File: src/rtl/rgb_fade_sequencer.sv
// Palette-driven RGB sequencer: fades three PWM duty channels linearly toward
// each palette entry, holds the colour, then advances (optionally looping).
module rgb_fade_sequencer #(
  parameter int unsigned TICK_DIV   = 100,
  parameter int unsigned HOLD_STEPS = 50,
  parameter int unsigned NUM_COLORS = 4
) (
  input  logic                          clk,
  input  logic                          sys_rst_n,
  input  logic                          start_i,
  input  logic                          stop_i,
  input  logic                          loop_en_i,
  input  logic                          wr_en_i,
  input  logic [$clog2(NUM_COLORS)-1:0] wr_addr_i,
  input  logic [20:0]                   wr_data_i,
  output logic [6:0]                    duty_r_o,
  output logic [6:0]                    duty_g_o,
  output logic [6:0]                    duty_b_o,
  output logic [$clog2(NUM_COLORS)-1:0] color_idx_o,
  output logic                          busy_o,
  output logic                          done_o
);

  localparam int unsigned DW   = 7;
  localparam int unsigned RGBW = 3 * DW;
  localparam int unsigned DMAX = 100;
  localparam int unsigned AW   = $clog2(NUM_COLORS);
  localparam int unsigned CW   = (TICK_DIV > 1) ? $clog2(TICK_DIV) : 1;
  localparam int unsigned HW   = (HOLD_STEPS > 1) ? $clog2(HOLD_STEPS) : 1;
  localparam int unsigned R_LSB = 2 * DW;
  localparam int unsigned G_LSB = DW;
  localparam int unsigned B_LSB = 0;

  typedef enum logic [1:0] {
    S_IDLE = 2'd0,
    S_FADE = 2'd1,
    S_HOLD = 2'd2
  } state_e;

  function automatic logic [DW-1:0] clamp_duty(input logic [DW-1:0] v);
    return (v > DW'(DMAX)) ? DW'(DMAX) : v;
  endfunction

  function automatic logic [DW-1:0] step_toward(input logic [DW-1:0] cur,
                                                input logic [DW-1:0] tgt);
    if (cur < tgt) return cur + DW'(1);
    if (cur > tgt) return cur - DW'(1);
    return cur;
  endfunction

  logic [RGBW-1:0] palette_q [NUM_COLORS];

  state_e          state_q,    state_d;
  logic [CW-1:0]   tick_cnt_q, tick_cnt_d;
  logic [HW-1:0]   hold_cnt_q, hold_cnt_d;
  logic [RGBW-1:0] duty_q,     duty_d;
  logic [RGBW-1:0] tgt_q,      tgt_d;
  logic [AW-1:0]   idx_q,      idx_d;
  logic            busy_q,     busy_d;
  logic            done_q,     done_d;

  logic            tick;
  logic            latch;
  logic [AW-1:0]   next_idx;

  // Palette storage; fields above full scale saturate, out-of-range addresses drop
  always_ff @(posedge clk or negedge sys_rst_n) begin
    if (!sys_rst_n) begin
      for (int i = 0; i < int'(NUM_COLORS); i++) palette_q[i] <= '0;
    end else if (wr_en_i && (32'(wr_addr_i) < NUM_COLORS)) begin
      palette_q[wr_addr_i] <= {clamp_duty(wr_data_i[R_LSB +: DW]),
                               clamp_duty(wr_data_i[G_LSB +: DW]),
                               clamp_duty(wr_data_i[B_LSB +: DW])};
    end
  end

  always_ff @(posedge clk or negedge sys_rst_n) begin
    if (!sys_rst_n) begin
      state_q    <= S_IDLE;
      tick_cnt_q <= '0;
      hold_cnt_q <= '0;
      duty_q     <= '0;
      tgt_q      <= '0;
      idx_q      <= '0;
      busy_q     <= 1'b0;
      done_q     <= 1'b0;
    end else begin
      state_q    <= state_d;
      tick_cnt_q <= tick_cnt_d;
      hold_cnt_q <= hold_cnt_d;
      duty_q     <= duty_d;
      tgt_q      <= tgt_d;
      idx_q      <= idx_d;
      busy_q     <= busy_d;
      done_q     <= done_d;
    end
  end

  // Next-state: tick pacing, per-channel ramp, hold timing and palette advance
  always_comb begin
    state_d    = state_q;
    tick_cnt_d = '0;
    hold_cnt_d = hold_cnt_q;
    duty_d     = duty_q;
    tgt_d      = tgt_q;
    idx_d      = idx_q;
    done_d     = 1'b0;
    latch      = 1'b0;
    next_idx   = '0;

    tick = (state_q != S_IDLE) && (tick_cnt_q == CW'(TICK_DIV - 1));
    if (state_q != S_IDLE) begin
      tick_cnt_d = tick ? '0 : tick_cnt_q + CW'(1);
    end

    case (state_q)
      S_IDLE: begin
        if (start_i && !stop_i) begin
          latch    = 1'b1;
          next_idx = '0;
        end
      end
      S_FADE: begin
        if (stop_i) begin
          state_d = S_IDLE;
        end else if (tick) begin
          duty_d = {step_toward(duty_q[R_LSB +: DW], tgt_q[R_LSB +: DW]),
                    step_toward(duty_q[G_LSB +: DW], tgt_q[G_LSB +: DW]),
                    step_toward(duty_q[B_LSB +: DW], tgt_q[B_LSB +: DW])};
          if (duty_d == tgt_q) begin
            state_d    = S_HOLD;
            hold_cnt_d = '0;
          end
        end
      end
      S_HOLD: begin
        if (stop_i) begin
          state_d = S_IDLE;
        end else if (tick) begin
          if (hold_cnt_q == HW'(HOLD_STEPS - 1)) begin
            if (32'(idx_q) < NUM_COLORS - 1) begin
              latch    = 1'b1;
              next_idx = idx_q + AW'(1);
            end else if (loop_en_i) begin
              latch    = 1'b1;
              next_idx = '0;
            end else begin
              state_d = S_IDLE;
              done_d  = 1'b1;
            end
          end else begin
            hold_cnt_d = hold_cnt_q + HW'(1);
          end
        end
      end
      default: state_d = S_IDLE;
    endcase

    // Entering an entry snapshots its target and restarts tick pacing
    if (latch) begin
      state_d    = S_FADE;
      idx_d      = next_idx;
      tgt_d      = palette_q[next_idx];
      tick_cnt_d = '0;
    end

    busy_d = (state_d != S_IDLE);
  end

  assign duty_r_o    = duty_q[R_LSB +: DW];
  assign duty_g_o    = duty_q[G_LSB +: DW];
  assign duty_b_o    = duty_q[B_LSB +: DW];
  assign color_idx_o = idx_q;
  assign busy_o      = busy_q;
  assign done_o      = done_q;

endmodule

File: config.mk
export PLATFORM = sky130hd
export DESIGN_NAME = rgb_fade_sequencer
export DESIGN_NICKNAME = d
export VERILOG_FILES = /design/src/rtl/rgb_fade_sequencer.sv
export SDC_FILE = /design/constraint.sdc
export NUM_CORES = 1
export LEC_CHECK = 0
export CAP_MARGIN = 20
export CORE_MARGIN = 1.5
export CORE_UTILIZATION = 25
export CTS_CLUSTER_DIAMETER = 60
export DETAILED_ROUTE_END_ITERATION = 6
export PLACE_DENSITY = 0.49
export SYNTH_ARGS = -nofsm -noshare
export SYNTH_HDL_FRONTEND = slang
export SYNTH_SLANG_ARGS = --single-unit
File: constraint.sdc
create_clock -name clk -period 7.2 [get_ports clk]
set_input_delay 1.44 -clock clk [delete_from_list [all_inputs] [get_ports clk]]
set_output_delay 1.44 -clock clk [all_outputs]
set_load 0.05 [all_outputs]
==> impl_metrics.env <==
export IMPL_outcome="finished clean"
export IMPL_path_delay_family="buffers and inverters"
export IMPL_path_max_fanout=43
export IMPL_crit_top_cell="o21ai_0"
export IMPL_fin_setup_tns_ns=0
export IMPL_cp_end_kind="flop"
export IMPL_cts_max_path_buffers=2
export IMPL_insertedDiodeCount=0
export IMPL_synth_enable_flop_cells=0
export IMPL_clockRootBuffer="clkbuf_16"
export IMPL_drc_errors=0
export IMPL_fin_crit_sh_pct=50.44
export IMPL_finClkSkew_ns=0.02345
export IMPL_reg2reg_slack_ns=3.86
export IMPL_ys_ff_latch=145
export IMPL_fp_dieW_um=184.3
export IMPL_initial_core_util_pct=25.33
export IMPL_yosys_cell_types_count=60
export IMPL_crit_chain="clkdlybuf4s50_1 -> nor3_1 -> nand2_1 -> nor3_4 -> buf_4 -> mux2_2 -> o21ai_0 -> o21ai_0"
export IMPL_drv_cap=0
export IMPL_ant_nets=0
export IMPL_wl_per_cell_um=15.02
export IMPL_maxSlewHeadroom_pct=36.12
export IMPL_insertion_delay_ns=0.43
export IMPL_design_area_um2=9789
export IMPL_hpwlAfterDp_um=14220
export IMPL_worst_slew_pin_slew_ns=0.9583
export IMPL_ir_drop_mv=0.1918
export IMPL_cts_buffers=17
export IMPL_cts_resized=0
export IMPL_grt_pass1_vias=6064
export IMPL_cp_start_kind="primary input"
export IMPL_crit_type="in2reg"
export IMPL_overflow=0
export IMPL_syn_inst=892
export IMPL_routed_wl_um=20740
export IMPL_die_h_um=184.3
export IMPL_grt_max_degree=103
export IMPL_max_stage_delay_ns=0.57
export IMPL_placeableCoreArea_um2=32450
export IMPL_leakagePower_nw=4.127
export IMPL_clk_pin_slew_ns=0.07
export IMPL_via_count=6357
export IMPL_cp_depth=8
export IMPL_syn_area_um2=8220
export IMPL_setup_viol=0
export IMPL_synth_main_ff_cell="dfrtp_1"
export IMPL_pin_count=54
export IMPL_cts_htree_levels=4
export IMPL_syn_num_nets=952
export IMPL_portBuffers=53
export IMPL_synth_async_sr_flop_share_pct=100.0
export IMPL_post_route_util_pct=30.16
export IMPL_hold_path_class="reg2reg"
export IMPL_whs_path_depth=2
export IMPL_hold_violations=0
export IMPL_cts_sinks=145
export IMPL_rsz0062_at_grt="false"
export IMPL_tritoncts="yes"
export IMPL_cp_data_arrival_time_ns=3.89
export IMPL_yosysWarnings=0
export IMPL_avgSynthCellArea_um2=9.216
export IMPL_drive_above_1_share_pct=11.50
export IMPL_grt_antenna_before_repair=0
export IMPL_via_per_inst=4.603
export IMPL_ff2ff_path_depth=10
export IMPL_drtIter0Drc=356
export IMPL_post_cts_setup_buffers=0
export IMPL_hold_ws_ns=0.4745
export IMPL_fin_nets=986
export IMPL_grt_pass1_wl_um=33770
export IMPL_grtUsageTotal_pct=12.73
export IMPL_first_pass_iters=5
export IMPL_gp_congestion=0.8439
export IMPL_period_needed_ns=3.632
export IMPL_place_area_um2=9173
export IMPL_power_total_mw=2.382
export IMPL_seq_area_frac_synth_pct=44.14
export IMPL_worstPathRequired_ns=7.46
export IMPL_cts_hold_buf=0
export IMPL_max_freq_mhz=275.3
export IMPL_slew_violations=0
export IMPL_power_density_nw_per_um2=243.3
export IMPL_fp_dieArea_um2=33980
export IMPL_path_buf_inv=2
export IMPL_synthToLayoutAreaGrowth_pct=19.09
export IMPL_nFillCells=3432
export IMPL_rows=66
export IMPL_cpMaxStageDelayCell="buf_4"
logic make-up after synthesis:
logic type	count (synthesis)	share of synthesized area, %
multiplexers	79	10.38
XOR/XNOR	57	6.073
buffers and inverters	78	3.851
AND/OR/NAND/NOR	303	16.99
adder cells (fa/ha/maj)	31	4.718
flip-flops	145	44.14
AO/OA/AOI/OAI	199	13.85
layer usage:
metal | share of wire (%) | GRT usage [%]
met2 | 45 | 19.85
met4 | 0.95 | 3.410
met3 | 3.5 | 2.411
met5 | 0 | 0
met1 | 51 | 17.93
path summary, 6_finish.rpt:
check                                 to          start
max                            tgt_q[12]         stop_i
min                        palette_q[39]  palette_q[39]
max reg2reg                hold_cnt_q[1]      duty_q[2]
min reg2reg                palette_q[39]  palette_q[39]
max in group asynchronous  palette_q[33]      sys_rst_n
min in group asynchronous     duty_q[17]      sys_rst_n
tightest hold or removal path, cell delays in order, from the launching register on:
cell and delay (ns):
dfrtp_1 0.34, nand2_1 0.05, o21ai_0 0.06
cell usage in the layout (no fill, tap or decap), drive strengths merged, types with 3 or more instances in the layout:
cell / Yosys / routed
nand3: 23 / 23
nor2b: 5 / 5
o2111ai: 4 / 4
buf: 9 / 10
xor2: 16 / 16
nand4: 15 / 15
a221oi: 3 / 3
o211ai: 5 / 5
nand2: 156 / 156
clkbuf: 38 / 17
o22ai: 5 / 5
nor3: 14 / 14
mux2i: 29 / 29
and3: 7 / 7
a21oi: 24 / 24
dfrtp: 145 / 145
a21o: 5 / 5
a31oi: 3 / 3
or2: 8 / 8
ha: 31 / 31
mux2: 50 / 50
xnor2: 41 / 41
clkdlybuf4s50: 0 / 52
o21ai: 130 / 130
nor4: 7 / 7
nor2: 49 / 49
inv: 31 / 38
clkinv: 0 / 6
or3: 5 / 5
nand3b: 7 / 7
area by class of cell:
cell class | instances | area, µm² | share of cell area, %
clock buffer | 17 | 425.4 | 4.346
timing repair buffer | 62 | 599.3 | 6.122
tap | 442 | 553.0 | 5.649
clock inverter | 15 | 191.4 | 1.956
sequential | 145 | 3628 | 37.07
inverter | 31 | 116.4 | 1.189
multi-input combinational | 669 | 4275 | 43.67
registers in the layout (all words and copies together), names as in the netlist:
register     count
tgt_q           21
state_q          2
done_o           1
hold_cnt_q       6
palette_q       84
busy_o           1
color_idx_o      2
tick_cnt_q       7
duty_q          21
per-stage QoR:
stage,worst slack (ns),instances
global route,3.273,1381
detailed placement,3.109,1349
finish,3.568,1381
global placement,3.144,1349
floorplan,4.072,892
CTS,3.564,1381
report_power, final:
group	switching [mW]	total [mW]	internal [mW]
Clock	0.413	0.914	0.501
Sequential	0.0903	1.01	0.923
Combinational	0.251	0.455	0.204
cell usage after synthesis (2+ instances only):
cell | instances | area share (%)
mux2_2 | 50 | 6.8
nand3b_1 | 7 | 0.64
xnor2_1 | 41 | 4.4
or2_2 | 7 | 0.53
inv_1 | 31 | 1.4
o21ai_0 | 123 | 7.5
and3_1 | 6 | 0.46
a22oi_1 | 2 | 0.18
or3_1 | 5 | 0.38
o31ai_1 | 2 | 0.18
o32a_1 | 2 | 0.24
buf_4 | 2 | 0.18
a21o_1 | 5 | 0.46
a21oi_1 | 24 | 1.5
nor3_1 | 12 | 0.73
ha_1 | 31 | 4.7
nor4_1 | 6 | 0.46
o2111ai_1 | 4 | 0.43
xor2_1 | 16 | 1.7
mux2i_1 | 29 | 3.5
buf_2 | 6 | 0.37
a31oi_1 | 3 | 0.23
nand4_1 | 14 | 1.1
clkbuf_1 | 37 | 1.7
o211ai_1 | 5 | 0.46
a2bb2oi_1 | 2 | 0.21
nand3_1 | 23 | 1.4
nand2_1 | 156 | 7.1
dfrtp_1 | 145 | 44
a221oi_1 | 3 | 0.32
nor2b_1 | 5 | 0.38
o31a_1 | 2 | 0.21
nor2_1 | 48 | 2.2
o21ai_1 | 7 | 0.43
nand2b_1 | 2 | 0.15
o22ai_1 | 5 | 0.38
No activity file was read; power rests on OpenSTA's default activity.
==> variant 1: new RTL, same settings <==
Reset style: synchronous (`sys_rst_n`), changed in 2 clocked blocks.
--- a/src/rtl/rgb_fade_sequencer.sv
+++ b/src/rtl/rgb_fade_sequencer.sv
@@ -65,5 +65,5 @@
 
   // Palette storage; fields above full scale saturate, out-of-range addresses drop
-  always_ff @(posedge clk or negedge sys_rst_n) begin
+  always_ff @(posedge clk) begin
     if (!sys_rst_n) begin
       for (int i = 0; i < int'(NUM_COLORS); i++) palette_q[i] <= '0;
@@ -75,5 +75,5 @@
   end
 
-  always_ff @(posedge clk or negedge sys_rst_n) begin
+  always_ff @(posedge clk) begin
     if (!sys_rst_n) begin
       state_q    <= S_IDLE;
Formal check against the unedited RTL: differs if sys_rst_n is asserted again (counterexample within 4 cycles, from zero or initial values and one cycle with sys_rst_n low); with sys_rst_n held inactive, the same outputs for 10 cycles.
==> variant 1 against the original RTL <==
Register-to-register slack lost 380 ps; synthesized cell count fell by 8.4%; sequential cell count is the same; setup slack got worse by 470 ps; sequential share of layout area rose by 1.8 points; routed wire length up 0.55%; area after synthesis shrank 1.3%; final area decreased by 1.7%; clock skew shrank 11 ps; power fell by 11%; utilization increased by 0.19 points; global-route usage grew 0.073 points; combinational power down 44%; critical path depth decreased by 3; largest cell class unchanged; largest power group unchanged.
==> variant 1: results (changes against the original RTL) <==
[finish]
n_fill_cell=3295  ; was 3432
nNetsFinal=908  ; was 986
drive_gt1_share_pct=9.292  ; was 11.50%
top_regs=palette_q: 84 flops, duty_q: 21 flops, tgt_q: 21 flops  ; unchanged
num_antenna_cells=0  ; unchanged

[global_routing]
grt_remaining_overflow=0  ; unchanged
grt_pass1_wl_microns=33100  ; was 33770 microns
grt_pass1_vias=5929  ; was 6064
grt_max_degree=61  ; was 103
gr-usage-all-layers_pct=12.80  ; was 12.73%
antenna_found_initial=0  ; unchanged

[synth]
async_flop_share_pct=0  ; was 100.0%
yosys_warnings=0  ; unchanged
synth_edf_count=84  ; was 0
synth_cell_types=73  ; was 60
ys_seq_area_share_pct=46.14  ; was 44.14%
synth_common_cells=nor2_1 (97), edfxtp_1 (84), nand2_1 (73)  ; was nand2_1 (156), dfrtp_1 (145), o21ai_0 (123)
synth-main-ff-cell=edfxtp_1  ; was dfrtp_1
synth_fp_nets=877  ; was 952
synth_area_leaders=edfxtp_1 (31%), dfxtp_1 (15%), mux4_2 (5.8%)  ; was dfrtp_1 (44%), o21ai_0 (7.5%), nand2_1 (7.1%)

[route]
routed-via-count=6052  ; was 6357
first_pass_iters=4  ; was 5
drt_iter0_markers=351  ; was 356
routedWlPerCell_microns=16.51  ; was 15.02 microns
drtAntennaViolNets=0  ; unchanged

[clock_network]
htree_levels=4  ; unchanged
cts-buffers-inserted=17  ; unchanged
cts_resized=0  ; unchanged
clkLatencyLatePin_ps=440
clockBufferDepth=2  ; unchanged
root_buffer=clkbuf_16  ; unchanged
cts_setup_buffers=0  ; unchanged
clk_pin_slew_ps=70  ; about the same

[timing]
fin_skew_ps=12.94  ; was 23.45 ps
tightest_slew_ps=967.4  ; was 958.3 ps

[critical_path]
crit_family=simple AND/OR/NAND/NOR gates  ; was buffers and inverters
critPathArrivalTime_ps=4160  ; was 3890 ps
slowest_delay_ps=750  ; was 570 ps
cp_max_fo=21  ; was 43
crit_slowest_cell=nand2_1  ; was buf_4

[pwr]
peakVddDrop_mv=0.1253  ; was 0.1918 mV
power_leakage_nw=3.418  ; was 4.127 nW

[hold_path]
hold_path_class=reg -> reg  ; unchanged

[placed_design]
dp_hpwl_microns=15170  ; was 14220 microns
gp_congestion=0.8395  ; was 0.8439
portBuffers=53  ; unchanged

[status]
status=completed  ; unchanged

[variant 1: changes by cell type after synthesis, moves of 34 or more]
cell,change
dfxtp_1,+61
edfxtp_1,+84
o21ai_0,-70
nand2_1,-83
dfrtp_1,-145
nor2_1,+49
and2_1,+34
mux2_2,-50
[variant 1: stage by stage]
| stage | total power, mW | cells | cell area (sq um) | utilization [%] | setup WS, ps |
|---|---|---|---|---|---|
| 6_report | 2.109 | 1263 | 9627 | 30.35 | 3100 |
| 5_1_grt | 2.195 | 1263 | 9627 | 30.35 | 2776 |
| 4_1_cts | 2.128 | 1262 | 9599 | 30.26 | 3052 |
| 3_5_place_dp | 1.213 | 1230 | 8987 | 28.34 | 2589 |
| 3_3_place_gp | 1.213 | 1230 | 8987 | 28.34 | 2699 |
| 2_1_floorplan | 1.130 | 817 | 8113 | - | 3820 |
[variant 1: worst paths after layout]
path | slack [ps] | depth (start not counted) | end | startpoint
hold reg to reg | 450 | 1 | tick_cnt_q[0] | tick_cnt_q[0]
hold / removal | 450 | 1 | tick_cnt_q[0] | tick_cnt_q[0]
setup reg to reg | 3480 | 11 | hold_cnt_q[3] | tgt_q[13]
setup / recovery | 3100 | 5 | palette_q[1][2] | wr_en_i
[variant 1: cell families (layout without fill, tap and decap cells)]
family	after synthesis	in the layout	synth area share, %
DFF	145	145	46.14
buffers and inverters	79	123	3.902
AOI/OAI and AO/OA	164	164	13.76
muxes	23	23	6.076
and+or+nand+nor	324	324	19.82
xor gates and xnor gates	50	50	5.398
adders and majority gates	32	32	4.904
[variant 1: area by class of cell]
| type | count | area [sq um] | area share (%) |
|---|---|---|---|
| timing repair buffer | 59 | 590.6 | 6.135 |
| tap | 402 | 503.0 | 5.225 |
| clock buffer | 17 | 425.4 | 4.419 |
| sequential | 145 | 3744 | 38.89 |
| multi-input combinational | 593 | 4058 | 42.15 |
| clock inverter | 15 | 186.4 | 1.937 |
| inverter | 32 | 120.1 | 1.248 |
[variant 1: power by group]
part           internal, mW  switching (mW)
clock                 0.502           0.411
combinational         0.102           0.152
sequential            0.920          0.0229
total                  1.52           0.586
[variant 1: layer usage]
layer  global-route usage (%)  wire length [microns]  vias to the layer above  part of all wire, %
met4                    3.508                    308                        0                  1.5
met1                    17.85                  10350                     2874                   50
met2                    19.91                   9330                      144                   45
met3                    2.859                    867                       22                  4.2
li1                         -                      -                     3012                    -
met5                        0                      0                        -                    0
==> variant 2: new RTL, config.mk and constraints unchanged <==
Made on the original files. The localparam `DMAX` goes from 100 to 50.
--- a/src/rtl/rgb_fade_sequencer.sv
+++ b/src/rtl/rgb_fade_sequencer.sv
@@ -24,5 +24,5 @@
   localparam int unsigned DW   = 7;
   localparam int unsigned RGBW = 3 * DW;
-  localparam int unsigned DMAX = 100;
+  localparam int unsigned DMAX = 50;
   localparam int unsigned AW   = $clog2(NUM_COLORS);
   localparam int unsigned CW   = (TICK_DIV > 1) ? $clog2(TICK_DIV) : 1;
Check against the original RTL: no difference found for any inputs over 10 cycles, from zero or initial values and one cycle with sys_rst_n low; that may be too few to reach the edited logic, so the function may still have changed.
==> variant 2 against the original RTL <==
Clock skew down 11 ps; power down 1.4%; synthesized cell count down 3.6%; area after synthesis up 1.2%; critical path type unchanged; final area up 1.3%; routed wire length up 6.5%; combinational power up 5.3%; setup slack worse by 320 ps; highest routed layer unchanged; sequential cell count unchanged.
==> variant 2: results (changes against the original RTL) <==
[status]
status=completed  ; unchanged

[critical_path]
cp_max_fo=29  ; was 43
reg2reg_to=busy_o  ; was hold_cnt_q[1]
ff2ff_path_depth=11  ; was 10
rrSetupSlack_ps=3420  ; was 3860 ps
rr_startpoint=tgt_q[9]  ; was duty_q[2]

[synth]
synth_cell_types=81  ; was 60
ys_seq_area_share_pct=43.61  ; was 44.14%
syn_avg_cell_area_sq_um=9.675  ; was 9.216 sq um
synth_common_cells=dfrtp_1 (145), nand2_1 (126), o21ai_0 (114)  ; was nand2_1 (156), dfrtp_1 (145), o21ai_0 (123)
synth_fp_nets=920  ; was 952

[global_routing]
grt_pass1_wl_microns=35620  ; was 33770 microns
grt_pass1_vias=6266  ; was 6064
grt_max_degree=92  ; was 103
gr-usage-all-layers_pct=13.47  ; was 12.73%

[timing]
maxSlewHeadroom_pct=41.70  ; was 36.12%
hold_ws_ps=450.6  ; was 474.5 ps
fin_skew_ps=12.74  ; was 23.45 ps

[placed_design]
placed_area_sq_um=9309  ; was 9173 sq um
dp_hpwl_microns=15740  ; was 14220 microns
dp_cells=1326  ; was 1349
gp_congestion=0.8572  ; was 0.8439

[finish]
n_fill_cell=3425  ; was 3432
finalNonFillerCells=1358  ; was 1381
drive_gt1_share_pct=10.70  ; was 11.50%
num_antenna_cells=0  ; unchanged

[route]
met1Wirelength_microns=10990  ; was 10510 microns
dr_wl_met3_microns=937  ; was 727 microns
first_pass_iters=7  ; was 5
drt_iter0_markers=395  ; was 356
routed-via-count=6501  ; was 6357

[hold_path]
whs_endpoint=tick_cnt_q[0]  ; was palette_q[39]
holdPathStages=1  ; was 2

[pwr]
peakVddDrop_mv=0.1733  ; was 0.1918 mV
power_leakage_nw=4.142  ; was 4.127 nW

variant 2: cell types whose count changed after synthesis, moves of 7 or more:
cell | before | now
mux2_2 | 50 | 5
mux4_2 | 0 | 21
mux2i_1 | 29 | 8
o21ai_0 | 123 | 114
a211oi_1 | 1 | 8
nand2_1 | 156 | 126
xnor2_1 | 41 | 31
and2_1 | 0 | 16
inv_1 | 31 | 38
clkbuf_1 | 37 | 26
nand2b_1 | 2 | 9
variant 2: worst max-delay path by stage:
stage	endpoint	slack (ps)	startpoint	depth (start not counted)
final	tgt_q[7]	3250	stop_i	7
after global routing	tgt_q[7]	3020	stop_i	7
after CTS	tgt_q[7]	3260	stop_i	7
after detailed placement	tgt_q[7]	2830	stop_i	7
after global placement	tgt_q[7]	2940	stop_i	7
after floorplan	hold_cnt_q[1]	3670	duty_q[11]	10
variant 2: worst max-delay path: stages:
cell             delay (ps)
clkdlybuf4s50_1         460
inv_1                   120
nand4_1                 250
nor3_1                  610
a32o_2                  680
buf_4                   330
mux2_2                  350
variant 2: metal layers:
layer | global-route usage, % | up-vias
met3 | 2.281 | 23
met1 | 19.42 | 3139
met4 | 3.837 | 0
met5 | 0 | -
met2 | 20.57 | 154
li1 | - | 3185
variant 2: cell families (layout without fill, tap and decap cells):
family                     Yosys count  count (layout)  synth area share [%]
AOI/OAI and AO/OA                  227             227                 17.22
buffers and inverters               74             130                 3.579
and+or+nand+nor                    303             303                 18.54
adders and majority gates           31              31                 4.662
xor gates and xnor gates            46              46                 5.068
DFF                                145             145                 43.61
muxes                               34              34                 7.323
variant 2: per-stage QoR:
step | utilization, % | setup WS, ps
floorplan | - | 3669
global placement | 28.54 | 2940
detailed placement | 28.54 | 2834
CTS | 30.35 | 3263
global route | 30.39 | 3019
finish | 30.39 | 3248
variant 2: power breakdown:
| part | internal, mW | total (mW) | switching, mW |
|---|---|---|---|
| combinational | 0.193 | 0.479 | 0.286 |
| clock | 0.521 | 0.912 | 0.391 |
| sequential | 0.897 | 0.958 | 0.0608 |
| total | 1.61 | 2.35 | 0.738 |
variant 2: area by class of cell:
class | count | area (sq um) | area share, %
Clock buffer | 17 | 425.4 | 4.292
Multi-Input combinational cell | 641 | 4400 | 44.40
Sequential cell | 145 | 3628 | 36.61
Clock inverter | 14 | 166.4 | 1.679
Timing Repair Buffer | 61 | 595.6 | 6.009
Tap cell | 442 | 553.0 | 5.579
Inverter | 38 | 142.6 | 1.439
